--- src/rtl/muldiv_pkg.sv ---
// Shared definitions for the EX-stage multiply/divide unit.
package muldiv_pkg;

  // M-extension func3 encodings
  localparam logic [2:0] F3_MUL    = 3'd0;
  localparam logic [2:0] F3_MULH   = 3'd1;
  localparam logic [2:0] F3_MULHSU = 3'd2;
  localparam logic [2:0] F3_MULHU  = 3'd3;
  localparam logic [2:0] F3_DIV    = 3'd4;
  localparam logic [2:0] F3_DIVU   = 3'd5;
  localparam logic [2:0] F3_REM    = 3'd6;
  localparam logic [2:0] F3_REMU   = 3'd7;

  typedef enum logic [1:0] {
    IDLE = 2'd0,
    CALC = 2'd1,
    DONE = 2'd2
  } muldiv_state_t;

  // Width of the iteration counter for a given operand width
  function automatic int unsigned cnt_w(input int unsigned xlen);
    return $clog2(xlen);
  endfunction

endpackage

--- src/rtl/ex_muldiv_unit_if.sv ---
// Request/result bundle between the EX stage and the multiply/divide unit.
interface ex_muldiv_unit_if #(
  parameter int unsigned XLEN = 32
);
  logic            start;
  logic [2:0]      func3;
  logic [XLEN-1:0] op_a;
  logic [XLEN-1:0] op_b;
  logic            flush;
  logic            busy;
  logic            result_valid;
  logic [XLEN-1:0] result;

  modport master (
    output start, func3, op_a, op_b, flush,
    input  busy, result_valid, result
  );

  modport slave (
    input  start, func3, op_a, op_b, flush,
    output busy, result_valid, result
  );
endinterface

--- src/rtl/muldiv_sign_fix.sv ---
// Operand magnitude extraction and final sign correction for the
// multiply/divide unit. Purely combinational.
module muldiv_sign_fix
  import muldiv_pkg::*;
#(
  parameter int unsigned XLEN = 32
) (
  input  logic [2:0]        func3,
  input  logic [XLEN-1:0]   op_a,
  input  logic [XLEN-1:0]   op_b,
  output logic [XLEN-1:0]   mag_a,
  output logic [XLEN-1:0]   mag_b,
  output logic              sign_diff,
  output logic              a_neg,
  input  logic [2*XLEN-1:0] prod_in,
  input  logic [XLEN-1:0]   quo_in,
  input  logic [XLEN-1:0]   rem_in,
  input  logic              neg_ab,
  input  logic              neg_a,
  output logic [2*XLEN-1:0] prod_out,
  output logic [XLEN-1:0]   quo_out,
  output logic [XLEN-1:0]   rem_out
);

  logic a_signed;
  logic b_signed;
  logic b_neg;

  // Decide operand signedness and take magnitudes
  always_comb begin
    a_signed  = (func3 == F3_MUL) || (func3 == F3_MULH) || (func3 == F3_MULHSU) ||
                (func3 == F3_DIV) || (func3 == F3_REM);
    b_signed  = (func3 == F3_MUL) || (func3 == F3_MULH) ||
                (func3 == F3_DIV) || (func3 == F3_REM);
    a_neg     = a_signed & op_a[XLEN-1];
    b_neg     = b_signed & op_b[XLEN-1];
    mag_a     = a_neg ? -op_a : op_a;
    mag_b     = b_neg ? -op_b : op_b;
    sign_diff = a_neg ^ b_neg;
  end

  // Restore the sign of the unsigned core results
  always_comb begin
    prod_out = neg_ab ? -prod_in : prod_in;
    quo_out  = neg_ab ? -quo_in  : quo_in;
    rem_out  = neg_a  ? -rem_in  : rem_in;
  end

endmodule

--- src/rtl/ex_muldiv_unit.sv ---
// Iterative RV32M multiply/divide unit: shift-add multiplier and restoring
// divider sharing one 2*XLEN accumulator, one iteration per cycle.
// Optional build macro: MULDIV_ZERO_SKIP_EN (zero-operand multiplies
// complete on the fast path).
module ex_muldiv_unit
  import muldiv_pkg::*;
#(
  parameter int unsigned XLEN = 32
) (
  input logic             clk,
  input logic             rst_n,
  ex_muldiv_unit_if.slave bus
);

  localparam int unsigned CW = cnt_w(XLEN);
  localparam logic [XLEN-1:0] MOST_NEG = {1'b1, {(XLEN-1){1'b0}}};

  muldiv_state_t     state_q, state_d;
  logic [CW-1:0]     cnt_q, cnt_d;
  logic [2:0]        func3_q, func3_d;
  logic [XLEN-1:0]   mag_a_q, mag_a_d;
  logic [XLEN-1:0]   mag_b_q, mag_b_d;
  logic              neg_ab_q, neg_ab_d;
  logic              neg_a_q, neg_a_d;
  logic [2*XLEN-1:0] acc_q, acc_d;
  logic              busy_q, busy_d;
  logic              valid_q, valid_d;
  logic [XLEN-1:0]   result_q, result_d;

  logic [XLEN-1:0]   mag_a_in, mag_b_in;
  logic              sign_diff_in, a_neg_in;
  logic [XLEN-1:0]   addend;
  logic [XLEN:0]     mul_sum;
  logic [XLEN:0]     div_trial;
  logic [2*XLEN-1:0] acc_step;
  logic [2*XLEN-1:0] prod_fix;
  logic [XLEN-1:0]   quo_fix, rem_fix;
  logic [XLEN-1:0]   final_res;
  logic              fast_hit;
  logic [XLEN-1:0]   fast_res;

  muldiv_sign_fix #(.XLEN(XLEN)) u_sign_fix (
    .func3     (bus.func3),
    .op_a      (bus.op_a),
    .op_b      (bus.op_b),
    .mag_a     (mag_a_in),
    .mag_b     (mag_b_in),
    .sign_diff (sign_diff_in),
    .a_neg     (a_neg_in),
    .prod_in   (acc_step),
    .quo_in    (acc_step[XLEN-1:0]),
    .rem_in    (acc_step[2*XLEN-1:XLEN]),
    .neg_ab    (neg_ab_q),
    .neg_a     (neg_a_q),
    .prod_out  (prod_fix),
    .quo_out   (quo_fix),
    .rem_out   (rem_fix)
  );

  // One datapath step: multiply keeps {hi, multiplier}, divide keeps {rem, quo}
  always_comb begin
    addend    = acc_q[0] ? mag_a_q : '0;
    mul_sum   = {1'b0, acc_q[2*XLEN-1:XLEN]} + {1'b0, addend};
    div_trial = {acc_q[2*XLEN-1:XLEN], acc_q[XLEN-1]} - {1'b0, mag_b_q};
    if (func3_q[2]) begin
      if (!div_trial[XLEN]) begin
        acc_step = {div_trial[XLEN-1:0], acc_q[XLEN-2:0], 1'b1};
      end else begin
        acc_step = {acc_q[2*XLEN-2:0], 1'b0};
      end
    end else begin
      acc_step = {mul_sum, acc_q[XLEN-1:1]};
    end
  end

  // Result selection from the sign-corrected core outputs
  always_comb begin
    unique case (func3_q)
      F3_MUL:                        final_res = prod_fix[XLEN-1:0];
      F3_MULH, F3_MULHSU, F3_MULHU:  final_res = prod_fix[2*XLEN-1:XLEN];
      F3_DIV, F3_DIVU:               final_res = quo_fix;
      F3_REM, F3_REMU:               final_res = rem_fix;
      default:                       final_res = '0;
    endcase
  end

  // Cases resolved at accept time without iterating
  always_comb begin
    fast_hit = 1'b0;
    fast_res = '0;
    if (bus.func3[2]) begin
      if (bus.op_b == '0) begin
        fast_hit = 1'b1;
        fast_res = bus.func3[1] ? bus.op_a : '1;
      end else if (!bus.func3[0] && (bus.op_a == MOST_NEG) && (bus.op_b == '1)) begin
        fast_hit = 1'b1;
        fast_res = bus.func3[1] ? '0 : bus.op_a;
      end
    end
`ifdef MULDIV_ZERO_SKIP_EN
    else if ((bus.op_a == '0) || (bus.op_b == '0)) begin
      fast_hit = 1'b1;
      fast_res = '0;
    end
`endif
  end

  // Control FSM; result is registered on the edge entering DONE
  always_comb begin
    state_d  = state_q;
    cnt_d    = cnt_q;
    func3_d  = func3_q;
    mag_a_d  = mag_a_q;
    mag_b_d  = mag_b_q;
    neg_ab_d = neg_ab_q;
    neg_a_d  = neg_a_q;
    acc_d    = acc_q;
    result_d = result_q;
    valid_d  = 1'b0;
    unique case (state_q)
      IDLE: begin
        if (bus.start && !bus.flush) begin
          func3_d  = bus.func3;
          mag_a_d  = mag_a_in;
          mag_b_d  = mag_b_in;
          neg_ab_d = sign_diff_in;
          neg_a_d  = a_neg_in;
          cnt_d    = '0;
          acc_d    = bus.func3[2] ? {{XLEN{1'b0}}, mag_a_in} : {{XLEN{1'b0}}, mag_b_in};
          if (fast_hit) begin
            result_d = fast_res;
            valid_d  = 1'b1;
            state_d  = DONE;
          end else begin
            state_d  = CALC;
          end
        end
      end
      CALC: begin
        if (bus.flush) begin
          state_d = IDLE;
        end else begin
          acc_d = acc_step;
          cnt_d = cnt_q + CW'(1);
          if (cnt_q == CW'(XLEN - 1)) begin
            result_d = final_res;
            valid_d  = 1'b1;
            state_d  = DONE;
          end
        end
      end
      DONE: begin
        state_d = IDLE;
      end
      default: begin
        state_d = IDLE;
      end
    endcase
    busy_d = (state_d != IDLE);
  end

  // State and datapath registers
  always_ff @(posedge clk or negedge rst_n) begin
    if (!rst_n) begin
      state_q  <= IDLE;
      cnt_q    <= '0;
      func3_q  <= '0;
      mag_a_q  <= '0;
      mag_b_q  <= '0;
      neg_ab_q <= 1'b0;
      neg_a_q  <= 1'b0;
      acc_q    <= '0;
      busy_q   <= 1'b0;
      valid_q  <= 1'b0;
      result_q <= '0;
    end else begin
      state_q  <= state_d;
      cnt_q    <= cnt_d;
      func3_q  <= func3_d;
      mag_a_q  <= mag_a_d;
      mag_b_q  <= mag_b_d;
      neg_ab_q <= neg_ab_d;
      neg_a_q  <= neg_a_d;
      acc_q    <= acc_d;
      busy_q   <= busy_d;
      valid_q  <= valid_d;
      result_q <= result_d;
    end
  end

  assign bus.busy         = busy_q;
  assign bus.result_valid = valid_q;
  assign bus.result       = result_q;

endmodule

--- src/flat_wrapper.sv ---
// flat-port wrapper written by rule: the top's interface ports become plain ports
module ex_muldiv_unit_flat import muldiv_pkg::*;
#(
  parameter int unsigned XLEN = 32
)
  (clk, rst_n, bus_start, bus_func3, bus_op_a, bus_op_b, bus_flush, bus_busy, bus_result_valid, bus_result);
  ex_muldiv_unit_if #(.XLEN(XLEN)) bus_i ();
  input logic clk;
  input logic rst_n;
  input wire logic [$bits(bus_i.start)-1:0] bus_start;
  input wire logic [$bits(bus_i.func3)-1:0] bus_func3;
  input wire logic [$bits(bus_i.op_a)-1:0] bus_op_a;
  input wire logic [$bits(bus_i.op_b)-1:0] bus_op_b;
  input wire logic [$bits(bus_i.flush)-1:0] bus_flush;
  output wire logic [$bits(bus_i.busy)-1:0] bus_busy;
  output wire logic [$bits(bus_i.result_valid)-1:0] bus_result_valid;
  output wire logic [$bits(bus_i.result)-1:0] bus_result;
  assign bus_i.start = bus_start;
  assign bus_i.func3 = bus_func3;
  assign bus_i.op_a = bus_op_a;
  assign bus_i.op_b = bus_op_b;
  assign bus_i.flush = bus_flush;
  assign bus_busy = bus_i.busy;
  assign bus_result_valid = bus_i.result_valid;
  assign bus_result = bus_i.result;
  ex_muldiv_unit #(.XLEN(XLEN)) u_core (.clk(clk), .rst_n(rst_n), .bus(bus_i));
endmodule
--- config.mk ---
export PLATFORM = sky130hd
export DESIGN_NAME = ex_muldiv_unit_flat
export DESIGN_NICKNAME = d
export VERILOG_FILES = /design/src/rtl/muldiv_pkg.sv /design/src/rtl/ex_muldiv_unit_if.sv /design/src/rtl/muldiv_sign_fix.sv /design/src/rtl/ex_muldiv_unit.sv /design/src/flat_wrapper.sv
export SDC_FILE = /design/constraint.sdc
export NUM_CORES = 1
export LEC_CHECK = 0
export CORE_ASPECT_RATIO = 1.4
export CORE_UTILIZATION = 45
export DETAILED_ROUTE_END_ITERATION = 16
export PLACE_DENSITY = 0.62
export SYNTH_ARGS = -nofsm -noshare
export SYNTH_HDL_FRONTEND = slang
export SYNTH_HIERARCHICAL = 1
export SYNTH_SLANG_ARGS = --single-unit
--- constraint.sdc ---
create_clock -name clk -period 9.25 [get_ports clk]
set_input_delay 2.775 -clock clk [delete_from_list [all_inputs] [get_ports clk]]
set_output_delay 2.775 -clock clk [all_outputs]
set_load 0.03 [all_outputs]
==> summary.md <==
| Metric | Value |
|---|---|
| Status | `finished clean` |
| Worst slew pin tran | `1.13 ns` |
| Lkg Pwr | `0.00795 uW` |
| Vias in the first global route | `17.4k` |
| Initial antenna violation count | `1` |
| Count of pins over their slew limit | `0` |
| Ys Warns | `6` |
| Share of cells above drive strength 1 | `0.0841` |
| Post-synth EDFFs | `0` |
| Remaining DRCs | `0` |
| Slowest CP cell | `or4_1` |
| Hold Crit Class | `reg -> reg` |
| Mapped Nets | `2403` |
| Max-cap check violation count | `0` |
| Worst path arrival time | `7.14 ns` |
| CP bufs+invs | `1` |
| Commonest non-fill, non-tap cell in the layout | `nand2_1` |
| P&R area growth vs syn | `11.4%` |
| Final wirelength | `70400 microns` |
| Fmax | `0.147 GHz` |
| Post-Route Hold Slack | `0.478 ns` |
| Register area share after synthesis | `0.243` |
| Most used DFF post-synth | `dfrtp_1` |
| Core Region | `slightly below 40000 sq um` |
| Internal Power | `2580 uW` |
| Setup TNS | `0 ns` |
| FF-to-FF Start | `u_core/acc_q[35]$_DFFE_PN0P_` |
| Die area | `40600 sq um` |
| Final setup fails | `0` |
| Top Usage Layer GRT | `met2` |
| Crit path required time | `9.57 ns` |
| R2R Path End | `u_core/bus.result[21]$_DFFE_PN0P_` |
| Clock power frac | `0.143` |
| Reg area | `4360 sq um` |
| Max VDD drop | `around 170 uV` |
| Largest net degree at the start of global routing | `slightly below 100` |
| RSZ-0062 raised after global routing | `no` |
| Cell variety after synth | `90` |
| Commonest non-fill, non-tap cells in the layout | `nand2_1 (217), o21ai_0 (199), a21oi_1 (175), dfrtp_1 (171), xnor2_1 (169)` |
| Syn Inst Count | `2259` |
| RePlAce Congestion | `around 1.0` |
| Htree depth | `4` |
| Std-Cell Rows | `86` |
| Logic pwr share | `0.654` |
| Clock sink count | `174` |
| Die Wd | `171 microns` |
| Clk_lat worst skew | `0.47 ns` |
| Post-CTS Resized | `0` |
| # nets final | `2427` |
| Hold buffers post-CTS | `0` |
| Hold_sp | `u_core/bus.result[16]$_DFFE_PN0P_` |
| Mapped Area | `17900 sq um` |
| Critical Path Max Stage Delay | `0.80 ns` |
| Top delay family on crit path | `compound AO/OA/AOI/OAI gates` |
| Switching power | `roughly 2700 uW` |
| Worst R2R Setup Slack | `~2.4 ns` |
| CTS tree | `yes` |
| Crit-path max FO | `25` |
| ANT nets after route | `0` |
| Setup crit start kind | `flop` |
| Drt wl/cell | `24.9 microns` |
| Initial Util | `0.456` |
| Pwr dens | `263 nW/um^2` |
| Clock transition at path regs | `0.08 ns` |
| Tcrit/Tclk final | `0.738` |
| Total GRT Usage | `0.349` |
| CTS max path bufs | `2` |
| Setup Skew | `0.0125 ns` |
| WHS Endpoint | `u_core/bus.result[16]$_DFFE_PN0P_` |
| GR Overflow Total | `0` |
| Sw frac | `0.507` |
| Reg power frac | `0.203` |
| First-pass DRT Iterations | `5` |
| CP Class | `reg -> reg` |
| Hold path depth | `2` |
| Slew margin rel. | `0.228` |
| DR iter-0 viols | `1755` |
| DP Wirelength | `53800 microns` |
| M2 GR Usage | `0.582` |
| Die Y | `between 200 and 250 microns` |
| FILL cells | `3801` |
| Via count | `18.0k` |
| Avg Vias per Cell | `6.35` |
| Met1 Track Usage GR | `0.424` |
| Multi-input logic area | `12700 sq um` |
| Average size of a mapped cell | `about 8 sq um` |
| I/O Pins | `~110` |
| Worst r2r path cells | `20` |
| Post-synth ARST share | `1.00` |
| Clock root cell | `clkbuf_16` |
| Post-CTS Setup Bufs | `0` |
| Crit path time final | `6.82 ns` |
| I/O Buffers | `104` |
| CTS Buf Count | `17` |
| Final Hold Vio Count | `0` |
| Critical path cell sequence | `ha_1 > o211ai_2 > o211ai_2 > nand4_2 > a2111oi_4 > o21a_1 > nor2_1 > buf_4 > mux2i_1 > mux2i_1 > or4_1 > nor4_4 > nand2_1 > o41ai_1 > xnor2_1 > nor2b_1 > a211oi_1 > a21oi_1 > a2bb2oi_1 > o21ai_0` |
| Critical Path End Type | `flop` |
| First-pass GRT wire length | `106000 microns` |
| Synth Register Bits | `174` |
| Grt met3 use | `0.0395` |
## worst max path at each step
stage / from / to / slack (ns) / cells after the start
after floorplan: u_core/acc_q[31]$_DFFE_PN0P_ / u_core/bus.result[19]$_DFFE_PN0P_ / 4.22 / 23
after global placement: u_core/acc_q[35]$_DFFE_PN0P_ / u_core/bus.result[21]$_DFFE_PN0P_ / 2.55 / 20
after detailed placement: u_core/acc_q[35]$_DFFE_PN0P_ / u_core/bus.result[21]$_DFFE_PN0P_ / 2.54 / 20
after CTS: u_core/acc_q[35]$_DFFE_PN0P_ / u_core/bus.result[21]$_DFFE_PN0P_ / 2.50 / 20
after global routing: u_core/acc_q[54]$_DFFE_PN0P_ / u_core/bus.result[21]$_DFFE_PN0P_ / 2.09 / 20
final: u_core/acc_q[35]$_DFFE_PN0P_ / u_core/bus.result[21]$_DFFE_PN0P_ / 2.43 / 20
## Yosys cell counts (all sizes together), types with 49 or more instances
cell / n / area (sq um)
inv: 79 / 297
ha: 71 / 888
mux2i: 80 / 801
and2: 49 / 307
nor2: 170 / 638
o31ai: 61 / 488
mux2: 70 / 788
nand2: 219 / 827
o21ai: 207 / 1040
clkbuf: 98 / 369
xor2: 50 / 438
dfrtp: 174 / 4350
xnor2: 169 / 1480
a21oi: 175 / 876
## power groups by stage
stage	Sequential, uW	Combinational (uW)	Clock (uW)
floorplan	986	2490	0
global placement	1070	3310	0
detailed placement	1070	3330	0
CTS	1060	3350	763
global route	1080	3690	787
finish	1060	3430	749
## through the flow
| stage | std cells | cell area, sq um | util | power (uW) | setup slack, ns |
|---|---|---|---|---|---|
| 2_1_floorplan | 2259 | 17900 | - | 3480 | 4.22 |
| 3_3_place_gp | 2792 | 19300 | 0.493 | 4380 | 2.55 |
| 3_5_place_dp | 2792 | 19300 | 0.493 | 4400 | 2.54 |
| 4_1_cts | 2824 | 19900 | 0.507 | 5170 | 2.50 |
| 5_1_grt | 2824 | 19900 | 0.507 | 5550 | 2.09 |
| 6_report | 2826 | 19900 | 0.507 | 5240 | 2.43 |
## logic make-up (layout without fill, tap and decap cells)
group                    after synthesis  count (layout)  synth area share
AND/OR/NAND/NOR                      733             733             0.207
AO/OA/AOI/OAI                        699             699             0.254
XOR/XNOR                             219             219             0.107
buffers and inverters                211             248            0.0475
flip-flops                           174             174             0.243
multiplexers                         150             150            0.0888
adder cells (fa/ha/maj)               73              73            0.0519
other                                  0               2                 0
## layer usage
| layer | share of wire | vias to the layer above |
|---|---|---|
| li1 | - | 8323 |
| met1 | 0.40 | 8644 |
| met2 | 0.48 | 760 |
| met3 | 0.054 | 223 |
| met4 | 0.066 | 0 |
| met5 | 0 | - |
## state kept, by name, summed over array words and instances, names as in the netlist
| signal | flops |
|---|---|
| u_core/bus.result | 32 |
| u_core/mag_b_q | 32 |
| u_core/state_q | 2 |
| u_core/bus.busy | 1 |
| u_core/neg_ab_q | 1 |
| u_core/acc_q | 64 |
| u_core/neg_a_q | 1 |
| u_core/bus.result_valid | 1 |
| u_core/func3_q | 3 |
| u_core/cnt_q | 5 |
| u_core/mag_a_q | 32 |
## cell type report
type,instances,area share
multi-input combinational,1874,0.639
sequential,174,0.219
timing repair buffer,135,0.0645
tap,528,0.0331
clock buffer,18,0.0220
inverter,81,0.0153
clock inverter,14,0.00691
antenna,2,0.000251
## tightest hold or removal path, delay by kind of cell, from the launching register on
family / cells / cell delay, ns
flops: 1 / 0.34
compound gates: 1 / 0.06
simple gates: 1 / 0.05
(Power assumes the default switching activity.)
